===== src/rtl/puf_pkg.sv =====
// Shared definitions for the PUF measurement and voting blocks.
// Holds the primitive-ID width default, the width helper, and the voter FSM encodings.
package puf_pkg;

  // Primitive ID width shared with the measurement stage.
  localparam int unsigned C_OIDWIDTH_DEF = 24;

  // Bits needed to hold values 0..n-1. Never returns less than 1.
  function automatic int unsigned clog2(input int unsigned n);
    int unsigned w;
    w = 1;
    while ((w < 32) && ((33'd1 << w) < 33'(n))) begin
      w = w + 1;
    end
    return w;
  endfunction

  // Voter session states.
  typedef enum logic [2:0] {
    S_IDLE = 3'd0,
    S_REQ  = 3'd1,
    S_WAIT = 3'd2,
    S_EVAL = 3'd3,
    S_DONE = 3'd4
  } vote_state_e;

endpackage


===== src/rtl/meas_vote_cnt.sv =====
// Per-bit accumulator: counts how many repetitions returned a 1 for one ID bit.
// Ports:
//   clk_i, rst_n_i  clock and async active-low reset
//   clr_i           zero the count (takes priority over inc_i)
//   inc_i           add bit_i to the count
//   bit_i           this repetition's value for the bit
//   maj_c_o         count is above half the repetitions (combinational from count)
//   unst_c_o        bit was neither always 0 nor always 1 (combinational from count)
module meas_vote_cnt
  import puf_pkg::*;
#(
  parameter int unsigned C_REPNUM = 5
) (
  input  logic clk_i,
  input  logic rst_n_i,
  input  logic clr_i,
  input  logic inc_i,
  input  logic bit_i,
  output logic maj_c_o,
  output logic unst_c_o
);

  localparam int unsigned CW = clog2(C_REPNUM + 1);

  logic [CW-1:0] cnt_q, cnt_d;

  // Count update; bounded by C_REPNUM because the FSM increments at most that often.
  always_comb begin
    cnt_d = cnt_q;
    if (clr_i) begin
      cnt_d = '0;
    end else if (inc_i) begin
      cnt_d = cnt_q + CW'(bit_i);
    end
  end

  always_ff @(posedge clk_i or negedge rst_n_i) begin
    if (!rst_n_i) begin
      cnt_q <= '0;
    end else begin
      cnt_q <= cnt_d;
    end
  end

  assign maj_c_o  = (cnt_q > CW'(C_REPNUM / 2));
  assign unst_c_o = (cnt_q != '0) && (cnt_q != CW'(C_REPNUM));

endmodule


===== src/rtl/meas_vote.sv =====
// Repeats the PUF measurement C_REPNUM times per session, majority-votes each ID bit
// and reports which bits disagreed. A stalled measurement stage ends the session with O_err.
// Ports:
//   I_sclk, I_rst_n      clock, async active-low reset
//   I_start              session start (IDLE only)
//   O_meas_start         one-cycle request for one ID reading
//   I_prim_id/I_prim_vld reading from the measurement stage
//   O_id, O_mask, O_err  voted ID, instability mask, timeout flag
//   O_vld/I_rdy          result handshake, O_vld held until accepted
//   O_busy               session in progress
module meas_vote
  import puf_pkg::*;
#(
  parameter int unsigned C_OIDWIDTH = C_OIDWIDTH_DEF,
  parameter int unsigned C_REPNUM   = 5,
  parameter int unsigned C_TIMEOUT  = 4096
) (
  input  logic                  I_sclk,
  input  logic                  I_rst_n,
  input  logic                  I_start,
  output logic                  O_meas_start,
  input  logic [C_OIDWIDTH-1:0] I_prim_id,
  input  logic                  I_prim_vld,
  output logic [C_OIDWIDTH-1:0] O_id,
  output logic [C_OIDWIDTH-1:0] O_mask,
  output logic                  O_err,
  output logic                  O_vld,
  input  logic                  I_rdy,
  output logic                  O_busy
);

  localparam int unsigned RW = clog2(C_REPNUM + 1);
  localparam int unsigned TW = clog2(C_TIMEOUT);

  // An even count has no strict majority; fewer than three cannot flag instability meaningfully.
  if (((C_REPNUM % 2) == 0) || (C_REPNUM < 3)) begin : g_bad_repnum
    $error("meas_vote: C_REPNUM must be odd and at least 3");
  end

  vote_state_e            state_q, state_d;
  logic [RW-1:0]          rep_q, rep_d;
  logic [TW-1:0]          tmo_q, tmo_d;
  logic [C_OIDWIDTH-1:0]  id_q, id_d;
  logic [C_OIDWIDTH-1:0]  mask_q, mask_d;
  logic                   err_q, err_d;
  logic                   meas_start_q, vld_q, busy_q;
  logic                   clr_c, inc_c;
  logic [C_OIDWIDTH-1:0]  maj_c, unst_c;

  // One accumulator per ID bit.
  for (genvar b = 0; b < int'(C_OIDWIDTH); b++) begin : g_bit
    meas_vote_cnt #(
      .C_REPNUM(C_REPNUM)
    ) u_cnt (
      .clk_i   (I_sclk),
      .rst_n_i (I_rst_n),
      .clr_i   (clr_c),
      .inc_i   (inc_c),
      .bit_i   (I_prim_id[b]),
      .maj_c_o (maj_c[b]),
      .unst_c_o(unst_c[b])
    );
  end

  // Session sequencing and result capture.
  always_comb begin
    state_d = state_q;
    rep_d   = rep_q;
    tmo_d   = tmo_q;
    id_d    = id_q;
    mask_d  = mask_q;
    err_d   = err_q;
    clr_c   = 1'b0;
    inc_c   = 1'b0;
    case (state_q)
      S_IDLE: begin
        if (I_start) begin
          state_d = S_REQ;
          clr_c   = 1'b1;
          rep_d   = '0;
          err_d   = 1'b0;
        end
      end
      S_REQ: begin
        tmo_d   = '0;
        state_d = S_WAIT;
      end
      S_WAIT: begin
        // A reading arriving on the last allowed cycle still counts.
        if (I_prim_vld) begin
          inc_c = 1'b1;
          rep_d = rep_q + RW'(1);
          if (rep_q == RW'(C_REPNUM - 1)) begin
            state_d = S_EVAL;
          end else begin
            state_d = S_REQ;
          end
        end else if (tmo_q == TW'(C_TIMEOUT - 1)) begin
          state_d = S_DONE;
          err_d   = 1'b1;
          id_d    = '0;
          mask_d  = '1;
        end else begin
          tmo_d = tmo_q + TW'(1);
        end
      end
      S_EVAL: begin
        id_d    = maj_c;
        mask_d  = unst_c;
        err_d   = 1'b0;
        state_d = S_DONE;
      end
      S_DONE: begin
        if (I_rdy) begin
          state_d = S_IDLE;
        end
      end
      default: begin
        state_d = S_IDLE;
      end
    endcase
  end

  // State and registered outputs; strobes are decoded from the next state so they align with it.
  always_ff @(posedge I_sclk or negedge I_rst_n) begin
    if (!I_rst_n) begin
      state_q      <= S_IDLE;
      rep_q        <= '0;
      tmo_q        <= '0;
      id_q         <= '0;
      mask_q       <= '0;
      err_q        <= 1'b0;
      meas_start_q <= 1'b0;
      vld_q        <= 1'b0;
      busy_q       <= 1'b0;
    end else begin
      state_q      <= state_d;
      rep_q        <= rep_d;
      tmo_q        <= tmo_d;
      id_q         <= id_d;
      mask_q       <= mask_d;
      err_q        <= err_d;
      meas_start_q <= (state_d == S_REQ);
      vld_q        <= (state_d == S_DONE);
      busy_q       <= (state_d != S_IDLE);
    end
  end

  assign O_meas_start = meas_start_q;
  assign O_id         = id_q;
  assign O_mask       = mask_q;
  assign O_err        = err_q;
  assign O_vld        = vld_q;
  assign O_busy       = busy_q;

endmodule


===== config.mk =====
export PLATFORM = sky130hd
export DESIGN_NAME = meas_vote
export DESIGN_NICKNAME = d
export VERILOG_FILES = /design/src/rtl/puf_pkg.sv /design/src/rtl/meas_vote_cnt.sv /design/src/rtl/meas_vote.sv
export SDC_FILE = /design/constraint.sdc
export NUM_CORES = 1
export LEC_CHECK = 0
export BUFFER_PORTS_ARGS = -buffer_cell sky130_fd_sc_hd__buf_2
export CAP_MARGIN = 20
export CORE_UTILIZATION = 40
export DETAILED_ROUTE_END_ITERATION = 8
export PLACE_DENSITY = 0.64
export SYNTH_ARGS = -nofsm -noshare
export SYNTH_HDL_FRONTEND = slang
export SYNTH_SLANG_ARGS = --single-unit

===== constraint.sdc =====
create_clock -name I_sclk -period 2.3 [get_ports I_sclk]
set_input_delay 0.115 -clock I_sclk [delete_from_list [all_inputs] [get_ports I_sclk]]
set_output_delay 0.115 -clock I_sclk [all_outputs]
set_load 0.01 [all_outputs]

==> impl_metrics.ini, run 1 <==
[outcome]
status = finished clean

[cts]
cts-root-buf = clkbuf_16
cts_resized = 0
clkTransAtPathRegs_ps = 60
htreeDepth = 4
numCtsBuffers = 17
cts_tree = done
cts_sinks = 142
ctsHoldBuffers = 2
clk_latency_ps = 410
post-cts-setup-buffers = 0
cts_max_path_buffers = 2

[synth]
yosysWarnings = 0
synth_flop_cell = dfrtp_1
synthCells = 630
ys_types = 41
synth_edf_count = 0
syn-cell-area_um2 = 6698
syn_area_per_cell_um2 = 10.63
syn_nets = 710
synth-async-reset-ratio_pct = 100.0
yosysSeqAreaShare_pct = 53.05
synth-seq-cells = 142

[critical_path]
r2r_setup_slack_ps = 360
startpoint_type = flip-flop
required_ps = 2580
critical_path.max_fanout = 26
path_class = reg -> reg
cp-end-kind = flip-flop
arrival_ps = 2220

[drt]
routed_wl_um = 15020
viasPerCell = 5.217
first_pass_iters = 4
dr.first_iter.drc_count = 220
num_vias = 4873
post-route-drc-count = 0
ant_nets = 0
wl_per_cell_um = 16.08

[global_routing]
busiest_layer = met2
grt_max_degree = 78
grt_util_met3_pct = 5.015
grtUsageMet1_pct = 24.43
met2_usage_pct = 28.95
antenna_found_initial = 1
grt_pass1_wl_um = 25130
grt_pass1_vias = 5020
grt_overflow = 0
grt_usage_pct = 18.35

[worst_hold_path]
min_path_type = in -> reg

[place]
place_inst = 900
dpl_worst_slack_ps = 373.9
gp_congestion = 0.8131
port_buffers = 80
dpl.hpwl_um = 9227

[sta]
setup_viol = 0
skew_ps = 4.806
fin_ws_ps = 363.9
worst_slew_pin_slew_ps = 656.5
relSlewSlack_pct = 56.24
clock.fmax_mhz = 516.5
hold_viol_final = 0
rsz0062_at_grt = false
finalSetupTns_ps = 0
finalCritPeriodShare_pct = 84.18
final_max_slew_viol_count = 0
post-route-min-period_ps = 1936

[finish]
layout.nets = 785
mostFrequentLayoutCells = dfrtp_1 (142), nand2_1 (141), buf_2 (79)
diodes = 0
final_common_cell = dfrtp_1
final_core_util_pct = 49.34
drive_gt1_share_pct = 17.69
area_delta_synth_final_pct = 18.72
n_fill_cell = 1487
stdcell_count = 934

[floorplanning]
design.portCount = 81
die_w_um = 131.4
coreArea_um2 = 16120
initial_core_util_pct = 41.56
die_area_um2 = 17270
fp-row-count = 46
fp.dieH_um = 131.4

[flow_run]
maxCapViolCount = 0

[pwr]
irDropWorstVdd_v = 0.0006049
p_leak_uw = 0.003962
power_density_nw_per_um2 = 1082
cells in the mapped netlist, types with 2 or more instances:
cell type	instances	area, um^2
o21ai_0	4	20.02
o211ai_1	2	15.01
dfrtp_1	142	3553
buf_1	3	11.26
mux2i_1	6	60.06
xor2_1	49	429.2
buf_4	3	22.52
buf_2	21	105.1
nand3_1	7	35.03
nor2_1	31	116.4
o2bb2ai_1	24	210.2
nand4_1	5	31.28
o31ai_1	4	30.03
o32a_1	24	240.2
nand2_1	143	536.8
nor3_1	2	10.01
a21oi_1	75	375.4
clkbuf_1	8	30.03
inv_1	4	15.01
nor3b_1	2	15.01
ha_1	51	638.1
power by group:
part	internal [uW]	leakage, uW	switching, uW
registers	3050	0.00191	492
logic	965	0.00176	1340
clock network	1760	0.000289	1000
path summary, 6_finish.rpt:
check	from	to	depth (start not counted)
max in group asynchronous	I_rst_n	g_bit[23].u_cnt.cnt_q[0]$_DFFE_PN0P_	3
max	tmo_q[0]$_DFFE_PN0P_	O_id[9]$_DFFE_PN0P_	6
min in group asynchronous	I_rst_n	O_mask[17]$_DFFE_PN0P_	2
max reg2reg	tmo_q[0]$_DFFE_PN0P_	O_id[9]$_DFFE_PN0P_	6
min	I_start	O_busy$_DFF_PN0_	3
min reg2reg	O_id[3]$_DFFE_PN0P_	O_id[3]$_DFFE_PN0P_	1
registers in the layout, summed over array words and instances, names as in the netlist:
name / count
g_bit.u_cnt.cnt_q: 72
O_mask: 24
rep_q: 3
O_id: 24
O_meas_start: 1
O_vld: 1
O_busy: 1
O_err: 1
state_q: 3
tmo_q: 12
layout make-up:
cell class | count | area (um^2) | share of cell area, %
well taps | 216 | 270.3 | 3.399
multi-input cells | 447 | 2955 | 37.17
inverters | 4 | 15.01 | 0.1888
flip-flops and latches | 142 | 3553 | 44.69
repair buffers | 93 | 571.8 | 7.191
clock inverters | 7 | 110.1 | 1.385
clock buffers | 25 | 475.5 | 5.980
worst max-delay path, cell delays in order (launching register included):
cell       delay, ps
dfrtp_1          400
ha_1             280
nand4_1          220
nor3b_2          360
o21ai_2           70
buf_4            270
o2bb2ai_1        200
cell families after synthesis:
family	share of synthesized area [%]
XOR/XNOR	6.408
adder cells (fa/ha/maj)	9.527
AO/OA/AOI/OAI	14.20
multiplexers	0.8967
flip-flops	53.05
buffers and inverters	2.989
AND/OR/NAND/NOR	12.93
stage by stage:
step                area [um^2]  hold WS [ps]  total power [uW]
global placement           7346         150.9              5773
global route               7951         78.65              9110
finish                     7951         36.94              8602
detailed placement         7346         170.7              5903
floorplan                  6698        -180.6              4971
CTS                        7951         9.973              8686
metal layers:
metal / wire (um) / vias up
met4: 146 / 2
met5: 8 / -
met2: 6948 / 110
li1: - / 2343
met1: 7122 / 2401
met3: 796 / 17
No activity file was read; power rests on OpenSTA's default activity.
==> run 2: changes to the inputs <==
--- a/config.mk
+++ b/config.mk
@@ -9,7 +9,7 @@
 export CAP_MARGIN = 20
 export CORE_UTILIZATION = 40
 export DETAILED_ROUTE_END_ITERATION = 8
-export PLACE_DENSITY = 0.64
+export PLACE_DENSITY = 0.67
 export SYNTH_ARGS = -nofsm -noshare
 export SYNTH_HDL_FRONTEND = slang
 export SYNTH_SLANG_ARGS = --single-unit
==> constraint.sdc (replaced) <==
create_clock -name I_sclk -period 1.6 [get_ports I_sclk]
set_input_delay 0.08 -clock I_sclk [delete_from_list [all_inputs] [get_ports I_sclk]]
set_output_delay 0.08 -clock I_sclk [all_outputs]
set_load 0.01 [all_outputs]
==> run 2 against run 1 <==
Compared with the run above: global-route usage up 2.2 points; clock-buffer cell count down 4; flip-flop and latch count unchanged; sequential power up 43%; wire length up 29%; the flow now finishes with violations (negative setup slack); cell count up 6.6%.
==> impl_metrics.ini, run 2 (synthesized netlist as in run 1, its figures left out) <==
[place]
port_buffers = 80
gp_congestion = 0.8213
dpl.hpwl_um = 10290

[drt]
viasPerCell = 5.467
first_pass_iters = 4
num_vias = 5445
wl_per_cell_um = 19.43
ant_nets = 0
post-route-drc-count = 0
routed_wl_um = 19350
dr.first_iter.drc_count = 280

[pwr]
power.net_switching_uw = 5197
p_leak_uw = 0.005157
pwr-share-clk_pct = 27.4
p_comb_share_pct = 38.4
intPower_uw = 9614
irDropWorstVdd_v = 0.0009108
sw_frac_of_total_pct = 35.09
power_density_nw_per_um2 = 1517
p_seq_share_pct = 34.2

[global_routing]
antenna_found_initial = 1
grt_usage_pct = 20.58
grt_max_degree = 50
grt_pass1_vias = 5493
grt_overflow = 0
grt_pass1_wl_um = 27810

[flow_run]
maxCapViolCount = 0

[sta]
clock.fmax_mhz = 557.6
worst_slew_pin_slew_ps = 479.6
finalSetupTns_ps = -7058
final_max_slew_viol_count = 0
skew_ps = 9.557
setup_viol = 106
relSlewSlack_pct = 68.03
post-route-min-period_ps = 1793
hold_viol_final = 0
finalCritPeriodShare_pct = 112.1
worst_hold_slack_ps = 54.70
rsz0062_at_grt = true
fin_ws_ps = -193.5

[floorplanning]
design.portCount = 81
die_area_um2 = 17270
fp-row-count = 46
initial_core_util_pct = 41.56
fp.dieH_um = 131.4
die_w_um = 131.4
coreArea_um2 = 16120

[worst_hold_path]
min_path_type = in -> reg

[cts]
htreeDepth = 4
clk_latency_ps = 420
cts_tree = done
clkTransAtPathRegs_ps = 60
cts-root-buf = clkbuf_16
cts_sinks = 142
numCtsBuffers = 17
cts_max_path_buffers = 2

[finish]
drive_gt1_share_pct = 40.38
area_delta_synth_final_pct = 45.81
final_common_cell = dfrtp_1
mostFrequentLayoutCells = dfrtp_1 (142), nand2_1 (85), buf_2 (79)
final_core_util_pct = 60.60
diodes = 0
layout.nets = 849
regMostFlops = g_bit.u_cnt.cnt_q
largest_register_ffs = 72

[outcome]
violations = negative setup slack
status = finished, violations left

[critical_path]
crit_path_end = tmo_q[3]$_DFFE_PN0P_
path_class = reg -> reg
cp-end-kind = flip-flop
arrival_ps = 2100
startpoint_type = flip-flop
r2r_setup_slack_ps = -190
reg2reg_to = tmo_q[3]$_DFFE_PN0P_
reg2reg_depth = 5
worstReg2RegStart = state_q[0]$_DFF_PN0_
startpoint = state_q[0]$_DFF_PN0_
critical_path.max_fanout = 8
required_ps = 1900
==> run 2: changes by cell type in the layout (fill, tap and decap cells not counted), sizes merged <==
cell and change:
buf +53, clkbuf +6, clkinv -1, clkinvlp +1, dlygate4sd3 +1, inv +2
==> run 2: worst min path at each step <==
stage                        startpoint  depth (start not counted)                                   end  slack (ps)
final                     I_prim_id[19]                          4  g_bit[19].u_cnt.cnt_q[0]$_DFFE_PN0P_          50
after floorplan                 I_rst_n                          0                      O_busy$_DFF_PN0_        -220
after detailed placement        I_rst_n                          1                O_mask[15]$_DFFE_PN0P_          60
after global placement          I_rst_n                          1  g_bit[15].u_cnt.cnt_q[0]$_DFFE_PN0P_          50
after CTS                 I_prim_id[18]                          4  g_bit[18].u_cnt.cnt_q[0]$_DFFE_PN0P_          30
after global routing      I_prim_id[23]                          4  g_bit[23].u_cnt.cnt_q[0]$_DFFE_PN0P_          50
==> run 2: final cells by class <==
cell class                 instances  area, um^2
inverter                           4       15.01
clock inverter                     9       133.9
multi-input combinational        447        3806
clock buffer                      21       460.4
tap                              216       270.3
fill                            1261        6350
sequential                       142        3553
timing repair buffer             157        1526
==> run 2: worst max-delay path, cell delays in order (launching register included) <==
cell and delay (ps):
dfrtp_1 430, nor4b_4 350, buf_4 170, o41a_1 360, a31oi_1 130, a41o_1 230
==> run 2: metrics by stage <==
step                instances  cell area, um^2  power, uW  worst slack [ps]
floorplan                 630             6710       7153             12.82
global route              996             9766      15540            -222.1
global placement          930             7666       8629            -89.39
finish                    996             9766      14810            -193.5
CTS                       974             8536      13250            -65.08
detailed placement        930             7666       8813            -148.8
==> run 2: what timing repair did <==
item	4_1_cts	5_1_grt
pin swaps	8	113
hold endpoints to repair	49	0
buffers inserted	7	12
hold buffers	3	0
endpoints found under the setup margin	85	134
gates resized for setup	23	194
cloned	5	11
==> run 2: per-layer routing <==
metal	track usage, %	vias to the layer above	wire length [um]
li1	-	2497	-
met1	26.43	2782	8307
met2	33.04	138	9570
met3	6.289	26	1112
met4	6.654	2	348
met5	0	-	13
==> run 2: power by group through the flow <==
stage                     registers [uW]  clock network [uW]  logic (uW)
after floorplan                     5160                   0        2000
after global placement              5020                   0        3610
after detailed placement            5060                   0        3750
after CTS                           5010                4120        4120
after global routing                5170                4300        6070
final                               5060                4060        5690
==> run 3: changes to the inputs <==
--- a/config.mk
+++ b/config.mk
@@ -10,6 +10,7 @@
 export CORE_UTILIZATION = 40
 export DETAILED_ROUTE_END_ITERATION = 8
 export PLACE_DENSITY = 0.67
+export REMOVE_ABC_BUFFERS = 1
 export SYNTH_ARGS = -nofsm -noshare
 export SYNTH_HDL_FRONTEND = slang
 export SYNTH_SLANG_ARGS = --single-unit
==> run 3 against run 2 <==
Compared with the run above: the run still ends with negative setup slack left; die area did not move; register-to-register slack better by 60 ps; global-route usage is 1.0 points lower; fmax rose by 3.6%; total power shrank 4.7%; largest power group is now registers.
==> impl_metrics.ini, run 3 (synthesized netlist as in run 1, its figures left out) <==
[drt]
ant_nets = 0
viasPerCell = 5.355
wl_per_cell_um = 18.31
post-route-drc-count = 0
first_pass_iters = 5
routed_wl_um = 18090
num_vias = 5291
dr.first_iter.drc_count = 329

[floorplanning]
design.portCount = 81
die_area_um2 = 17270
die_w_um = 131.4
fp-row-count = 46
fp.dieH_um = 131.4
coreArea_um2 = 16120
initial_core_util_pct = 41.56

[sta]
setup_viol = 69
finalCritPeriodShare_pct = 108.2
worst_hold_slack_ps = 16.79
clock.fmax_mhz = 577.4
post-route-min-period_ps = 1732
skew_ps = 8.403
relSlewSlack_pct = 72.52
rsz0062_at_grt = true
hold_viol_final = 0
finalSetupTns_ps = -4424
final_max_slew_viol_count = 0
worst_slew_pin_slew_ps = 411.3
fin_ws_ps = -131.8

[cts]
cts_max_path_buffers = 2
numCtsBuffers = 17
cts-root-buf = clkbuf_16
htreeDepth = 4
cts_tree = done
cts_sinks = 142
clkTransAtPathRegs_ps = 60
clk_latency_ps = 420

[critical_path]
required_ps = 1890
startpoint_type = flip-flop
arrival_ps = 2020
path_class = reg -> reg
cp-end-kind = flip-flop
critical_path.max_fanout = 10

[global_routing]
antenna_found_initial = 0
grt_pass1_vias = 5241
grt_overflow = 0
grt_max_degree = 50
grt_pass1_wl_um = 26830
grt_usage_pct = 19.58

[place]
dpl_worst_slack_ps = -170.8
gp_congestion = 0.8039
placed_area_um2 = 7625
port_buffers = 80
dpl.hpwl_um = 9978

[pwr]
p_comb_share_pct = 33.0
power_density_nw_per_um2 = 1569
irDropWorstVdd_v = 0.001072
power.net_switching_uw = 4602
intPower_uw = 9510
pwr-share-clk_pct = 31.3
p_leak_uw = 0.004601
sw_frac_of_total_pct = 32.61
p_seq_share_pct = 35.6

[outcome]
status = finished, violations left
violations = negative setup slack

[finish]
drive_gt1_share_pct = 28.11
largest_register_ffs = 72
final_common_cell = dfrtp_1
mostFrequentLayoutCells = dfrtp_1 (142), nand2_1 (126), buf_2 (79)
diodes = 0
final_core_util_pct = 55.82
layout.nets = 839
design_area_um2 = 8995
regMostFlops = g_bit.u_cnt.cnt_q
multi_input_area_um2 = 3211
seq_area_um2 = 3553
area_delta_synth_final_pct = 34.30
n_fill_cell = 1373

[flow_run]
maxCapViolCount = 0

[worst_hold_path]
min_path_type = in -> reg
==> run 3: cell count changes in the layout (fill, tap and decap cells not counted), moves of 5 or more <==
cell | previous run | this run
nand2_1 | 85 | 126
a21oi_1 | 37 | 74
a21oi_2 | 38 | 1
nand2_4 | 49 | 13
o2bb2ai_1 | 5 | 14
o2bb2ai_4 | 8 | 0
nand2_2 | 9 | 4
==> run 3: repair_timing <==
action                                  CTS  global route
hold endpoints to repair                121             0
cloned                                    4            10
buffers inserted                         11             9
endpoints found under the setup margin   84           100
gates resized for setup                  16            50
pin swaps                                11            36
hold buffers                              1             0
==> run 3: power groups by stage <==
stage          clock [uW]  sequential [uW]  combinational [uW]
2_1_floorplan           0             5330                1750
3_3_place_gp            0             5010                3610
3_5_place_dp            0             5060                3740
4_1_cts              4490             5010                4010
5_1_grt              4650             5120                5060
6_report             4420             5030                4660
==> run 3: area by class of cell <==
type                       instances  share of cell area (%)
clock buffer                      23                   5.314
multi-input combinational        448                   35.69
tap                              216                   3.005
clock inverter                     9                   2.003
inverter                           4                  0.1669
sequential                       142                   39.50
timing repair buffer             146                   14.31
==> run 3: per-layer routing <==
layer  wire length, um  vias to the layer above  GRT usage [%]  part of all wire, %
met5                 0                        -              0                    0
met4               206                        0          6.202                  1.1
met3               906                       17          4.398                  5.0
met2              9136                      134          32.89                   51
met1              7842                     2664          24.97                   43
li1                  -                     2476              -                    -
==> run 3: critical path, cell delays in order, from the launching register on <==
cell and delay [ps]:
dfrtp_1 370, ha_2 200, nand4_1 190, nor3b_2 280, buf_4 170, o21ai_4 90, buf_12 170, o2bb2ai_1 130
==> run 3: final timing paths <==
path | start | end | slack, ps | cells after the start
setup / recovery | tmo_q[0]$_DFFE_PN0P_ | O_id[0]$_DFFE_PN0P_ | -130 | 7
hold / removal | I_rdy | state_q[2]$_DFF_PN0_ | 20 | 3
setup reg to reg | tmo_q[0]$_DFFE_PN0P_ | O_id[0]$_DFFE_PN0P_ | -130 | 7
hold reg to reg | O_id[19]$_DFFE_PN0P_ | O_id[19]$_DFFE_PN0P_ | 480 | 1
max in group asynchronous | I_rst_n | O_id[23]$_DFFE_PN0P_ | 830 | 3
min in group asynchronous | I_rst_n | g_bit[19].u_cnt.cnt_q[2]$_DFFE_PN0P_ | 150 | 2
==> run 3: per-stage QoR <==
step | power (uW) | std cells
3_5_place_dp | 8799 | 924
5_1_grt | 14830 | 988
3_3_place_gp | 8626 | 924
4_1_cts | 13510 | 970
6_report | 14110 | 988
2_1_floorplan | 7082 | 593
